<file path="config.mk">
export PLATFORM = sky130hd
export DESIGN_NAME = instruction_fetch_flat
export DESIGN_NICKNAME = d
export VERILOG_FILES = /design/src/rtl/instruction_fetch_if.sv /design/src/rtl/instruction_fetch.sv /design/src/flat_wrapper.sv
export SDC_FILE = /design/constraint.sdc
export NUM_CORES = 1
export LEC_CHECK = 0
export ABC_AREA = 0
export CAP_MARGIN = 20
export CORE_AREA = 2 2 67 69
export CTS_CLUSTER_DIAMETER = 120
export DETAILED_ROUTE_END_ITERATION = 10
export DIE_AREA = 0 0 69 71
export GPL_ROUTABILITY_DRIVEN = 0
export PLACE_DENSITY = 0.73
export SLEW_MARGIN = 20
export SYNTH_ARGS = -nofsm -noshare
export SYNTH_HDL_FRONTEND = slang
export SYNTH_SLANG_ARGS = --single-unit
</file>
<file path="constraint.sdc">
create_clock -name clk -period 4.1 [get_ports clk]
set_input_delay 1.025 -clock clk [delete_from_list [all_inputs] [get_ports clk]]
set_output_delay 1.025 -clock clk [all_outputs]
set_load 0.02 [all_outputs]
</file>
<file path="src/rtl/instruction_fetch_if.sv">
// Fetch-stage bus: program-memory read handshake, control inputs and decoder-facing outputs.
interface instruction_fetch_if #(
  parameter int unsigned ADDR_W = 8
);
  logic [ADDR_W-1:0] mem_addr;
  logic              mem_req;
  logic              mem_ack;
  logic [7:0]        mem_data;
  logic              stall;
  logic              jump_en;
  logic [ADDR_W-1:0] jump_target;
  logic [7:0]        instr;
  logic              instr_valid;
  logic [ADDR_W-1:0] pc;

  // Fetch unit side.
  modport master (
    output mem_addr, mem_req, instr, instr_valid, pc,
    input  mem_ack, mem_data, stall, jump_en, jump_target
  );

  // Memory / decoder / redirect side.
  modport slave (
    input  mem_addr, mem_req, instr, instr_valid, pc,
    output mem_ack, mem_data, stall, jump_en, jump_target
  );
endinterface

</file>
<file path="src/rtl/instruction_fetch.sv">
// Grah-8 fetch stage: owns the PC, reads program memory over req/ack and
// presents one instruction byte at a time to the decoder.
module instruction_fetch #(
  parameter int unsigned ADDR_W   = 8,
  parameter int unsigned RESET_PC = 0
) (
  input  logic                clk,
  input  logic                rst,
  instruction_fetch_if.master bus
);

  localparam logic [ADDR_W-1:0] PC_INIT = ADDR_W'(RESET_PC);
  localparam logic [ADDR_W-1:0] PC_ONE  = ADDR_W'(1);

  typedef enum logic [1:0] {IDLE, FETCH, VALID, DISCARD} state_t;

  state_t            state, state_d;
  logic [ADDR_W-1:0] fetch_pc, fetch_pc_d;
  logic [ADDR_W-1:0] jump_reg, jump_reg_d;
  logic [ADDR_W-1:0] pc, pc_d;
  logic [7:0]        instr, instr_d;
  logic              mem_req, instr_valid;

  // State and datapath registers; mem_req/instr_valid are registered decodes of the next state.
  always_ff @(posedge clk or posedge rst) begin
    if (rst) begin
      state       <= IDLE;
      fetch_pc    <= PC_INIT;
      jump_reg    <= '0;
      pc          <= PC_INIT;
      instr       <= 8'h00;
      mem_req     <= 1'b0;
      instr_valid <= 1'b0;
    end else begin
      state       <= state_d;
      fetch_pc    <= fetch_pc_d;
      jump_reg    <= jump_reg_d;
      pc          <= pc_d;
      instr       <= instr_d;
      mem_req     <= (state_d == FETCH) || (state_d == DISCARD);
      instr_valid <= (state_d == VALID);
    end
  end

  // Next-state and datapath update; jump_en outranks mem_ack and stall.
  always_comb begin
    state_d    = state;
    fetch_pc_d = fetch_pc;
    jump_reg_d = jump_reg;
    pc_d       = pc;
    instr_d    = instr;
    unique case (state)
      IDLE: begin
        state_d = FETCH;
        if (bus.jump_en) fetch_pc_d = bus.jump_target;
      end
      FETCH: begin
        if (bus.jump_en) begin
          if (bus.mem_ack) begin
            fetch_pc_d = bus.jump_target;
          end else begin
            // Read still outstanding: park the target until memory answers.
            jump_reg_d = bus.jump_target;
            state_d    = DISCARD;
          end
        end else if (bus.mem_ack) begin
          instr_d    = bus.mem_data;
          pc_d       = fetch_pc;
          fetch_pc_d = fetch_pc + PC_ONE;
          state_d    = VALID;
        end
      end
      VALID: begin
        if (bus.jump_en) begin
          fetch_pc_d = bus.jump_target;
          state_d    = FETCH;
        end else if (!bus.stall) begin
          state_d = FETCH;
        end
      end
      DISCARD: begin
        if (bus.jump_en) begin
          jump_reg_d = bus.jump_target;
          if (bus.mem_ack) begin
            fetch_pc_d = bus.jump_target;
            state_d    = FETCH;
          end
        end else if (bus.mem_ack) begin
          fetch_pc_d = jump_reg;
          state_d    = FETCH;
        end
      end
      default: state_d = IDLE;
    endcase
  end

  assign bus.mem_addr    = fetch_pc;
  assign bus.mem_req     = mem_req;
  assign bus.instr       = instr;
  assign bus.instr_valid = instr_valid;
  assign bus.pc          = pc;

endmodule

</file>
<file path="src/flat_wrapper.sv">
// flat-port wrapper written by rule: the top's interface ports become plain ports
module instruction_fetch_flat 
#(
  parameter int unsigned ADDR_W   = 8,
  parameter int unsigned RESET_PC = 0
)
  (clk, rst, bus_mem_addr, bus_mem_req, bus_instr, bus_instr_valid, bus_pc, bus_mem_ack, bus_mem_data, bus_stall, bus_jump_en, bus_jump_target);
  instruction_fetch_if #(.ADDR_W(ADDR_W)) bus_i ();
  input  logic clk;
  input  logic rst;
  output wire logic [$bits(bus_i.mem_addr)-1:0] bus_mem_addr;
  output wire logic [$bits(bus_i.mem_req)-1:0] bus_mem_req;
  output wire logic [$bits(bus_i.instr)-1:0] bus_instr;
  output wire logic [$bits(bus_i.instr_valid)-1:0] bus_instr_valid;
  output wire logic [$bits(bus_i.pc)-1:0] bus_pc;
  input wire logic [$bits(bus_i.mem_ack)-1:0] bus_mem_ack;
  input wire logic [$bits(bus_i.mem_data)-1:0] bus_mem_data;
  input wire logic [$bits(bus_i.stall)-1:0] bus_stall;
  input wire logic [$bits(bus_i.jump_en)-1:0] bus_jump_en;
  input wire logic [$bits(bus_i.jump_target)-1:0] bus_jump_target;
  assign bus_mem_addr = bus_i.mem_addr;
  assign bus_mem_req = bus_i.mem_req;
  assign bus_instr = bus_i.instr;
  assign bus_instr_valid = bus_i.instr_valid;
  assign bus_pc = bus_i.pc;
  assign bus_i.mem_ack = bus_mem_ack;
  assign bus_i.mem_data = bus_mem_data;
  assign bus_i.stall = bus_stall;
  assign bus_i.jump_en = bus_jump_en;
  assign bus_i.jump_target = bus_jump_target;
  instruction_fetch #(.ADDR_W(ADDR_W), .RESET_PC(RESET_PC)) u_core (.clk(clk), .rst(rst), .bus(bus_i));
endmodule
</file>
==> summary.md, run 1 <==
| Metric | Value |
|---|---|
| Worst-skew pair later-pin latency | `290 ps` |
| Post-DR vias/cell | `5.391` |
| Pleak | `1.015 nW` |
| Finished Layout Cells | `261` |
| Clock power frac | `21.7%` |
| Avg Synthesized Cell Area | `11.31 um2` |
| CTS Sinks | `36` |
| DRT Wirelength | `4127 um` |
| Worst Path Required | `4280 ps` |
| H-Tree Depth | `2` |
| Yosys cell types | `40` |
| Area leader, netlist | `dfrtp_1` |
| Starting Density | `43.84%` |
| CP Launch Type | `input pin` |
| First-pass GRT wire length | `6962 um` |
| Sequential cell area | `900.9 um2` |
| CTS tree | `yes` |
| Largest net degree at the start of global routing | `22` |
| Nets | `230` |
| Most numerous cell in the Yosys netlist | `dfrtp_1` |
| Final Cycle Share | `65.87%` |
| Vias | `1407` |
| Worst slew margin | `56.28%` |
| Num ports | `47` |
| Worst Hold Path Cells | `1` |
| Global route overflow | `0` |
| Hold Crit Class | `reg -> reg` |
| CTS Buf Count | `5` |
| Synthesis Warnings | `0` |
| Hold_buf cts | `0` |
| NetSw | `0.4650 mW` |
| # resized after CTS | `0` |
| Wire length per cell | `15.81 um` |
| Crit path largest cell delay | `750 ps` |
| Worst-path cell chain | `clkdlybuf4s50_1 > and4bb_2 > mux2_2` |
| Hold slack | `504.6 ps` |
| Area Overhead vs Synth | `30.82%` |
| Setup_tns | `0 ps` |
| Combinational share of power | `38.6%` |
| Antenna Cells | `0` |
| Sequential cell area fraction in the yosys report | `48.88%` |
| Worst r2r path cells | `2` |
| Setup bufs post-CTS | `0` |
| Tmin final | `2700 ps` |
| Tot GR Track Use | `18.14%` |
| Iteration-0 DRC Markers | `91` |
| Reg clk slew, reported paths | `80 ps` |
| RSZ-0062 raised after global routing | `false` |
| Die Ht | `71 um` |
| ANT nets after route | `0` |
| EDFF count, synth | `0` |
| CTS max path bufs | `2` |
| Max-cap violations | `0` |
| Commonest cells post-synth | `dfrtp_1 (36), mux2_2 (16), nand2_1 (13), o21ai_0 (10), mux2_4 (9)` |
| PortBufs | `46` |
| Worst Path Arrival | `2880 ps` |
| Worst setup path category | `in -> reg` |
| Die W | `69 um` |
| Async S/R FF share, synth | `100.0%` |
| Area of the multi-input gates | `835.8 um2` |
| Layout cells sized above 1 | `18.66%` |
| Sw Share | `33.06%` |
| CTS Root Cell | `clkbuf_8` |
| Largest cells by area after synthesis | `dfrtp_1 (49%), mux2_2 (9.8%), mux2_4 (7.3%)` |
| Placed Cells | `253` |
| Slew @ Worst Pin | `655.8 ps` |
| Fmax | `370.3 MHz` |
| Tot Pwr | `1.406 mW` |
| Critical path capture point type | `flip-flop` |
| Core area | `0.004204 mm2` |
| Internal Power | `0.9415 mW` |
| Run status | `completed` |
| Rows | `24` |
| Maximum vdd drop | `0.2397 mV` |
| Most used DFF post-synth | `dfrtp_1` |
| Part of the power in registers | `39.7%` |
| Setup Viol. Count Final | `0` |
| Full die area | `0.004899 mm2` |
| Max FO, Critical Path | `18` |
| Fillcell total | `381` |
| Final hold violations | `0` |
| Clock Skew | `11.69 ps` |
| DPL Wire Length | `2977 um` |
| Vias in the first global route | `1399` |
| Power per cell area | `583.3 mW/mm2` |
| Final Max Tran Viols | `0` |
| Slowest CP cell | `clkdlybuf4s50_1` |
| Initial antenna violation count | `0` |
| Syn Inst Count | `163` |
| Detailed Routing Iterations Pass 1 | `4` |
| Number of synthesized register bits | `36` |
| Top cell type's share of synthesized area | `48.88%` |
| Synthesized Nets | `185` |
| Drt drc | `0` |
| Mapped cell area | `0.001843 mm2` |
==> cell families (layout without fill, tap and decap cells) <==
kind of cell / Yosys count / after routing / synth area share, %
multiplexers: 27 / 27 / 18.19
adder cells (fa/ha/maj): 1 / 1 / 0.6788
flip-flops: 36 / 36 / 48.88
XOR/XNOR: 1 / 1 / 0.4753
AO/OA/AOI/OAI: 40 / 40 / 14.46
AND/OR/NAND/NOR: 41 / 41 / 11.54
buffers and inverters: 17 / 63 / 5.770
==> routing by layer <==
metal | vias to the layer above | global-route usage, % | share of wire (%) | wire length [um]
met2 | 42 | 27.24 | 48 | 1974
met3 | 7 | 4.986 | 3.2 | 131
met4 | 0 | 6.754 | 1.8 | 73
met5 | - | 0 | 0 | 0
li1 | 685 | - | - | -
met1 | 673 | 25.23 | 47 | 1948
==> power groups by stage <==
stage	Clock (mW)	Sequential (mW)	Combinational (mW)
after floorplan	0	0.637	0.231
after global placement	0	0.561	0.535
after detailed placement	0	0.566	0.546
after CTS	0.313	0.559	0.547
after global routing	0.332	0.580	0.579
final	0.306	0.558	0.543
==> metrics by stage <==
stage	area [um2]	util (%)	setup slack, ps
final	2411	57.35	1400
after CTS	2411	57.35	1405
after floorplan	1843	-	2122
after detailed placement	2303	54.79	1094
after global placement	2303	54.79	1119
after global routing	2411	57.35	1316
==> cell usage in the layout, fill, tap and decap left out, types with 2 or more instances in the layout <==
master / n
nand4_1: 2
inv_1: 6
clkdlybuf4s50_1: 46
and3_1: 2
a21oi_1: 8
nor2b_1: 2
nand3_1: 7
buf_4: 2
mux2i_1: 2
nor2_1: 6
dfrtp_1: 36
clkbuf_8: 5
o21ai_0: 10
o221ai_1: 3
or3_1: 3
nand2b_1: 2
o22ai_1: 4
mux2_2: 16
a21o_1: 4
mux2_4: 9
nand2_1: 13
o31ai_1: 2
==> cell type report <==
| type | count | share of cell area [%] |
|---|---|---|
| clock inverters | 2 | 1.453 |
| well taps | 52 | 2.698 |
| clock buffers | 6 | 3.010 |
| repair buffers | 48 | 19.72 |
| flip-flops and latches | 36 | 37.36 |
| inverters | 7 | 1.090 |
| multi-input cells | 110 | 34.67 |
==> path summary, 6_finish.rpt <==
kind / startpoint / endpoint / slack, ps
setup / recovery: bus_mem_ack / u_core.bus.instr[5] / 1400
hold / removal: u_core.jump_reg[1] / u_core.jump_reg[1] / 500
min in group asynchronous: rst / u_core.bus.instr[7] / 1120
hold reg to reg: u_core.jump_reg[1] / u_core.jump_reg[1] / 500
max in group asynchronous: rst / u_core.jump_reg[5] / 2240
setup reg to reg: u_core.state[1] / u_core.bus.instr[5] / 2150
==> worst max-delay path: cells and delay by family <==
family / cells / cell delay [ps]
mux: 1 / 410
simple gates: 1 / 690
buf+inv: 1 / 750
Power figures use the tool's default switching activity.
==> inputs of run 2 (changes only) <==
- clock period: 4.1 -> 2.8 ns (I/O delays scaled with it)
==> run 2 against run 1 <==
Compared with the run above:
- cell count is 0.77% higher
- clock-buffer cell count stayed put
- first-iteration DRC count is 33% higher
- sequential share of layout area is 0.61 points lower
- core utilization is 0.95 points higher
- design area is 1.7% higher
- non-clock buffer count is 2 higher
- critical path depth is 1 higher
- worst hold slack worse by 0.72 ps
- sequential power is 45% higher
- wire length is 6.3% lower
- via count is 1.7% higher
- critical path type unchanged
- critical endpoint is now u_core.jump_reg[7]
- largest cell class unchanged
- highest routed layer unchanged
==> summary.md, run 2 (synthesized netlist as in run 1, its figures left out) <==
| Metric | Value |
|---|---|
| Final core occ | `58.30% (+0.95 points)` |
| Initial antenna violation count | `0 (unchanged)` |
| Hold slack | `503.9 ps (-0.7240 ps)` |
| Tmin final | `2236 ps` |
| Max-cap violations | `0 (unchanged)` |
| Largest net degree at the start of global routing | `37 (+68%)` |
| Worst setup path category | `in -> reg` |
| PortBufs | `46 (unchanged)` |
| Starting Density | `43.84% (unchanged)` |
| Worst Path Required | `2970 ps (-1310 ps)` |
| Pleak | `1.033 nW (+1.8%)` |
| CTS Buf Count | `5 (unchanged)` |
| Slowest CP cell | `clkdlybuf4s50_1` |
| Core area | `0.004204 mm2 (unchanged)` |
| Area Overhead vs Synth | `32.99%` |
| Commonest non-fill, non-tap cell in the layout | `clkdlybuf4s50_1` |
| First-pass GRT wire length | `6430 um (-7.6%)` |
| Sequential cell area | `900.9 um2 (unchanged)` |
| DRT Wirelength | `3865 um (-6.3%)` |
| Wire length per cell | `14.70 um (-7.1%)` |
| Run status | `completed` |
| Slew @ Worst Pin | `621.3 ps (-34.45 ps)` |
| RSZ-0062 raised after global routing | `false` |
| Max FO, Critical Path | `16 (-2)` |
| Worst Path Arrival | `2410 ps (-470 ps)` |
| Iteration-0 DRC Markers | `121 (+33%)` |
| Placed instance area | `0.002344 mm2 (+1.7%)` |
| Final hold violations | `0 (unchanged)` |
| Clock Skew | `4.330 ps (-7.357 ps)` |
| Final non-filler cell area | `0.002451 mm2 (+1.7%)` |
| Vias in the first global route | `1291 (-7.7%)` |
| Finished Layout Cells | `263 (+0.77%)` |
| CP bufs+invs | `2 (+1)` |
| # resized after CTS | `0 (unchanged)` |
| Vias | `1431 (+1.7%)` |
| Tot GR Track Use | `16.42% (-1.7 points)` |
| Reg clk slew, reported paths | `70 ps (about the same)` |
| Rows | `24 (unchanged)` |
| Setup_tns | `0 ps (unchanged)` |
| Power per cell area | `837.4 mW/mm2 (+44%)` |
| Worst slew margin | `58.58% (+2.3 points)` |
| Fillcell total | `352 (-7.6%)` |
| PnR worst setup slack | `563.9 ps (-835.6 ps)` |
| Dpl ws | `281.5 ps (-812.8 ps)` |
| Global route overflow | `0 (unchanged)` |
| Nets | `232 (+0.87%)` |
| CTS tree | `yes` |
| Placed Cells | `255 (+0.79%)` |
| Tot Pwr | `2.053 mW (+46%)` |
| Die Ht | `71 um (unchanged)` |
| Final Max Tran Viols | `0 (unchanged)` |
| CTS Sinks | `36 (unchanged)` |
| Worst-path cell chain | `clkdlybuf4s50_1 > inv_1 > o211ai_2 > mux2_2` |
| Final Cycle Share | `79.86%` |
| Num ports | `47 (unchanged)` |
| Maximum vdd drop | `0.4245 mV (+77%)` |
| Detailed Routing Iterations Pass 1 | `4 (unchanged)` |
| CP Launch Type | `input pin` |
| Antenna Cells | `0 (unchanged)` |
| Area of the multi-input gates | `835.8 um2 (unchanged)` |
| CP top delay family | `buffers and inverters` |
| H-Tree Depth | `2 (unchanged)` |
| Fmax | `447.2 MHz` |
| Post-DR vias/cell | `5.441 (+0.93%)` |
| Worst-skew pair later-pin latency | `280 ps (about the same)` |
| CTS max path bufs | `2 (unchanged)` |
| Crit path largest cell delay | `740 ps (about the same)` |
| Layout cells sized above 1 | `19.43% (+0.77 points)` |
| DPL Wire Length | `2755 um (-7.4%)` |
| CTS Root Cell | `clkbuf_8` |
| Setup bufs post-CTS | `0 (unchanged)` |
| Setup Viol. Count Final | `0 (unchanged)` |
| Full die area | `0.004899 mm2 (unchanged)` |
| Hold Crit Class | `reg -> reg` |
| Drt drc | `0 (unchanged)` |
| ANT nets after route | `0 (unchanged)` |
| Most frequent cells in the layout | `clkdlybuf4s50_1 (46), dfrtp_1 (36), mux2_2 (16)` |
| Die W | `69 um (unchanged)` |
| Hold_buf cts | `0 (unchanged)` |
| Critical path capture point type | `flip-flop` |
[run 2: layout make-up]
| class | count | area share (%) |
|---|---|---|
| Timing Repair Buffer | 50 | 21.03 |
| Clock buffer | 6 | 2.961 |
| Sequential cell | 36 | 36.75 |
| Clock inverter | 2 | 1.429 |
| Multi-Input combinational cell | 110 | 34.10 |
| Inverter | 7 | 1.072 |
| Tap cell | 52 | 2.654 |
[run 2: final timing paths]
check,end,cells past startpoint,from,slack [ps]
worst min register to register,u_core.jump_reg[5],1,u_core.jump_reg[5],500
worst max register to register,u_core.bus.mem_addr[3],5,u_core.state[1],1080
worst min-delay path,u_core.jump_reg[5],1,u_core.jump_reg[5],500
max in group asynchronous,u_core.state[1],3,rst,1670
min in group asynchronous,u_core.bus.instr[7],3,rst,820
worst max-delay path,u_core.jump_reg[7],4,bus_mem_ack,560
[run 2: power breakdown]
group          internal [mW]  switching [mW]
logic                  0.450           0.351
registers              0.672           0.138
clock network          0.264           0.177
[run 2: routing by layer]
metal	vias up	GRT usage (%)	wire, um
met2	46	24.36	1839
met1	694	22.91	1766
met3	6	4.701	212
met5	-	0	0
met4	0	6.318	48
li1	685	-	-
==> inputs of run 3 (changes only) <==
- CORE_AREA: 2 2 67 69 -> 2 2 68 70
- DIE_AREA: 0 0 69 71 -> 0 0 70 72
- PLACE_DENSITY: 0.73 -> 0.74
- clock period: 2.8 -> 1.8 ns (I/O delays scaled with it)
==> run 3 against run 2 <==
Compared with the run above:
- clock power up 57%
- die area up 2.9%
- critical endpoint is now u_core.jump_reg[4]
- wire length up 6.3%
- sequential share of layout area down 2.1 points
- via count up 5.9%
- sequential power up 52%
- design area up 6.0%
- register-to-register slack worse by 870 ps
- critical path type unchanged
- clock skew up 6.7 ps
- clock-buffer cell count unchanged
- core utilization up 2.6 points
- power up 58%
==> summary.md, run 3 (synthesized netlist as in run 1, its figures left out) <==
| Metric | Value |
|---|---|
| Largest net degree at the start of global routing | `37 (unchanged)` |
| Hold_buf cts | `0 (unchanged)` |
| Core area | `0.004264 mm2 (+1.4%)` |
| Setup bufs post-CTS | `0 (unchanged)` |
| Placed Cells | `274 (+7.5%)` |
| CTS max path bufs | `2 (unchanged)` |
| Reg clk slew, reported paths | `70 ps (about the same)` |
| Fillcell total | `360 (+2.3%)` |
| Initial antenna violation count | `0 (unchanged)` |
| Worst r2r src | `u_core.bus.mem_addr[2]` |
| CTS tree | `yes` |
| Starting Density | `43.22% (-0.62 points)` |
| Final hold violations | `0 (unchanged)` |
| Post-DR vias/cell | `5.376 (-1.2%)` |
| PortBufs | `46 (unchanged)` |
| Slew @ Worst Pin | `308.6 ps (-312.7 ps)` |
| Die Ht | `72 um (+1.4%)` |
| First-pass GRT wire length | `6927 um (+7.7%)` |
| Placed instance area | `0.002499 mm2 (+6.6%)` |
| Vias in the first global route | `1492 (+16%)` |
| Tot GR Track Use | `17.86% (+1.4 points)` |
| Full die area | `0.005040 mm2 (+2.9%)` |
| Worst-path cell chain | `clkdlybuf4s50_1 > buf_4 > inv_1 > o211ai_2 > buf_4 > mux2_2` |
| CP Launch Type | `input pin` |
| Run status | `completed` |
| Slowest CP cell | `clkdlybuf4s50_1` |
| DPL Wire Length | `2975 um (+8.0%)` |
| RSZ-0062 raised after global routing | `false` |
| Worst setup path category | `in -> reg` |
| Final Max Tran Viols | `0 (unchanged)` |
| Hold Crit Class | `in -> async` |
| Nets | `251 (+8.2%)` |
| CTS Buf Count | `5 (unchanged)` |
| Max-cap violations | `0 (unchanged)` |
| Max FO, Critical Path | `8 (-8)` |
| ANT nets after route | `0 (unchanged)` |
| # resized after CTS | `7 (+7)` |
| Rows | `24 (unchanged)` |
| Area Overhead vs Synth | `40.94%` |
| Tmin final | `1718 ps` |
| Worst slew margin | `79.38% (+21 points)` |
| Vias | `1516 (+5.9%)` |
| Drt drc | `0 (unchanged)` |
| Power per cell area | `1250 mW/mm2 (+49%)` |
| Num ports | `47 (unchanged)` |
| Critical path capture point type | `flip-flop` |
| CP top delay family | `buffers and inverters` |
| Maximum vdd drop | `0.6312 mV (+49%)` |
| Detailed Routing Iterations Pass 1 | `4 (unchanged)` |
| Layout cells sized above 1 | `26.09% (+6.7 points)` |
| CP most frequent cell | `buf_4` |
| Commonest non-fill, non-tap cell in the layout | `clkdlybuf4s50_1` |
| Pleak | `1.134 nW (+9.8%)` |
| Fmax | `581.9 MHz` |
| Worst Path Arrival | `1890 ps (-520 ps)` |
| Global route overflow | `0 (unchanged)` |
| Finished Layout Cells | `282 (+7.2%)` |
| Final non-filler cell area | `0.002597 mm2 (+6.0%)` |
| Area of the multi-input gates | `835.8 um2 (unchanged)` |
| Iteration-0 DRC Markers | `64 (-47%)` |
| CP bufs+invs | `4 (+2)` |
| DRT Wirelength | `4109 um (+6.3%)` |
| Crit path largest cell delay | `530 ps (-210 ps)` |
| H-Tree Depth | `2 (unchanged)` |
| Sequential cell area | `900.9 um2 (unchanged)` |
| Antenna Cells | `0 (unchanged)` |
| CTS Root Cell | `clkbuf_8` |
| Final Cycle Share | `95.47%` |
| CTS Sinks | `36 (unchanged)` |
| Clock Skew | `11.07 ps (+6.739 ps)` |
| Most frequent cells in the layout | `clkdlybuf4s50_1 (39), dfrtp_1 (36), buf_4 (20)` |
| Worst Path Required | `1970 ps (-1000 ps)` |
| Wire length per cell | `14.57 um (-0.85%)` |
| Die W | `70 um (+1.4%)` |
| Worst-skew pair later-pin latency | `290 ps (about the same)` |
| Setup Viol. Count Final | `0 (unchanged)` |
| Critical Path Start | `bus_mem_ack` |
## run 3: final cells by class
cell class                 instances  area share [%]
sequential                        36           34.68
multi-input combinational        110           32.18
timing repair buffer              69           25.48
clock buffer                       6           2.794
tap                               52           2.505
clock inverter                     2           1.349
inverter                           7           1.012
## run 3: metal layers
metal | vias to the layer above | share of wire [%] | global-route usage, %
met4 | 0 | 2.3 | 7.906
li1 | 726 | - | -
met3 | 8 | 6.3 | 5.833
met2 | 48 | 48 | 28.78
met1 | 734 | 43 | 22.16
met5 | - | 0 | 0
## run 3: report_power, final
group	internal, mW	switching (mW)
clock network	0.411	0.281
registers	1.05	0.184
logic	0.726	0.598
total	2.18	1.06
## run 3: final timing paths
| check | end | slack [ps] | cells past startpoint |
|---|---|---|---|
| worst max-delay path | u_core.jump_reg[4] | 80 | 6 |
| worst min-delay path | u_core.bus.pc[1] | 490 | 3 |
| worst max register to register | u_core.bus.mem_addr[5] | 210 | 5 |
| worst min register to register | u_core.bus.instr[4] | 510 | 1 |
| max in group asynchronous | u_core.bus.mem_addr[1] | 1110 | 3 |
| min in group clk | u_core.bus.instr[4] | 510 | 1 |
## run 3: stage by stage
stage	total power, mW	utilization, %	hold slack, ps	TNS, ps	setup WS (ps)
finish	3.246	60.92	492.8	0	81.55
CTS	3.291	60.92	493.8	0	66.81
global placement	2.581	58.60	487.2	-3265	-174.4
global route	3.439	60.92	518.0	0	35.06
detailed placement	2.609	58.60	495.3	-3602	-188.0
floorplan	1.977	-	473.7	0	288.9
## run 3: worst reg2reg max path, stage by stage (launching register included)
cell and delay [ps]:
dfrtp_1 470, buf_4 180, nand3_1 90, or4b_1 480
o2111ai_1 120, a32oi_1 120
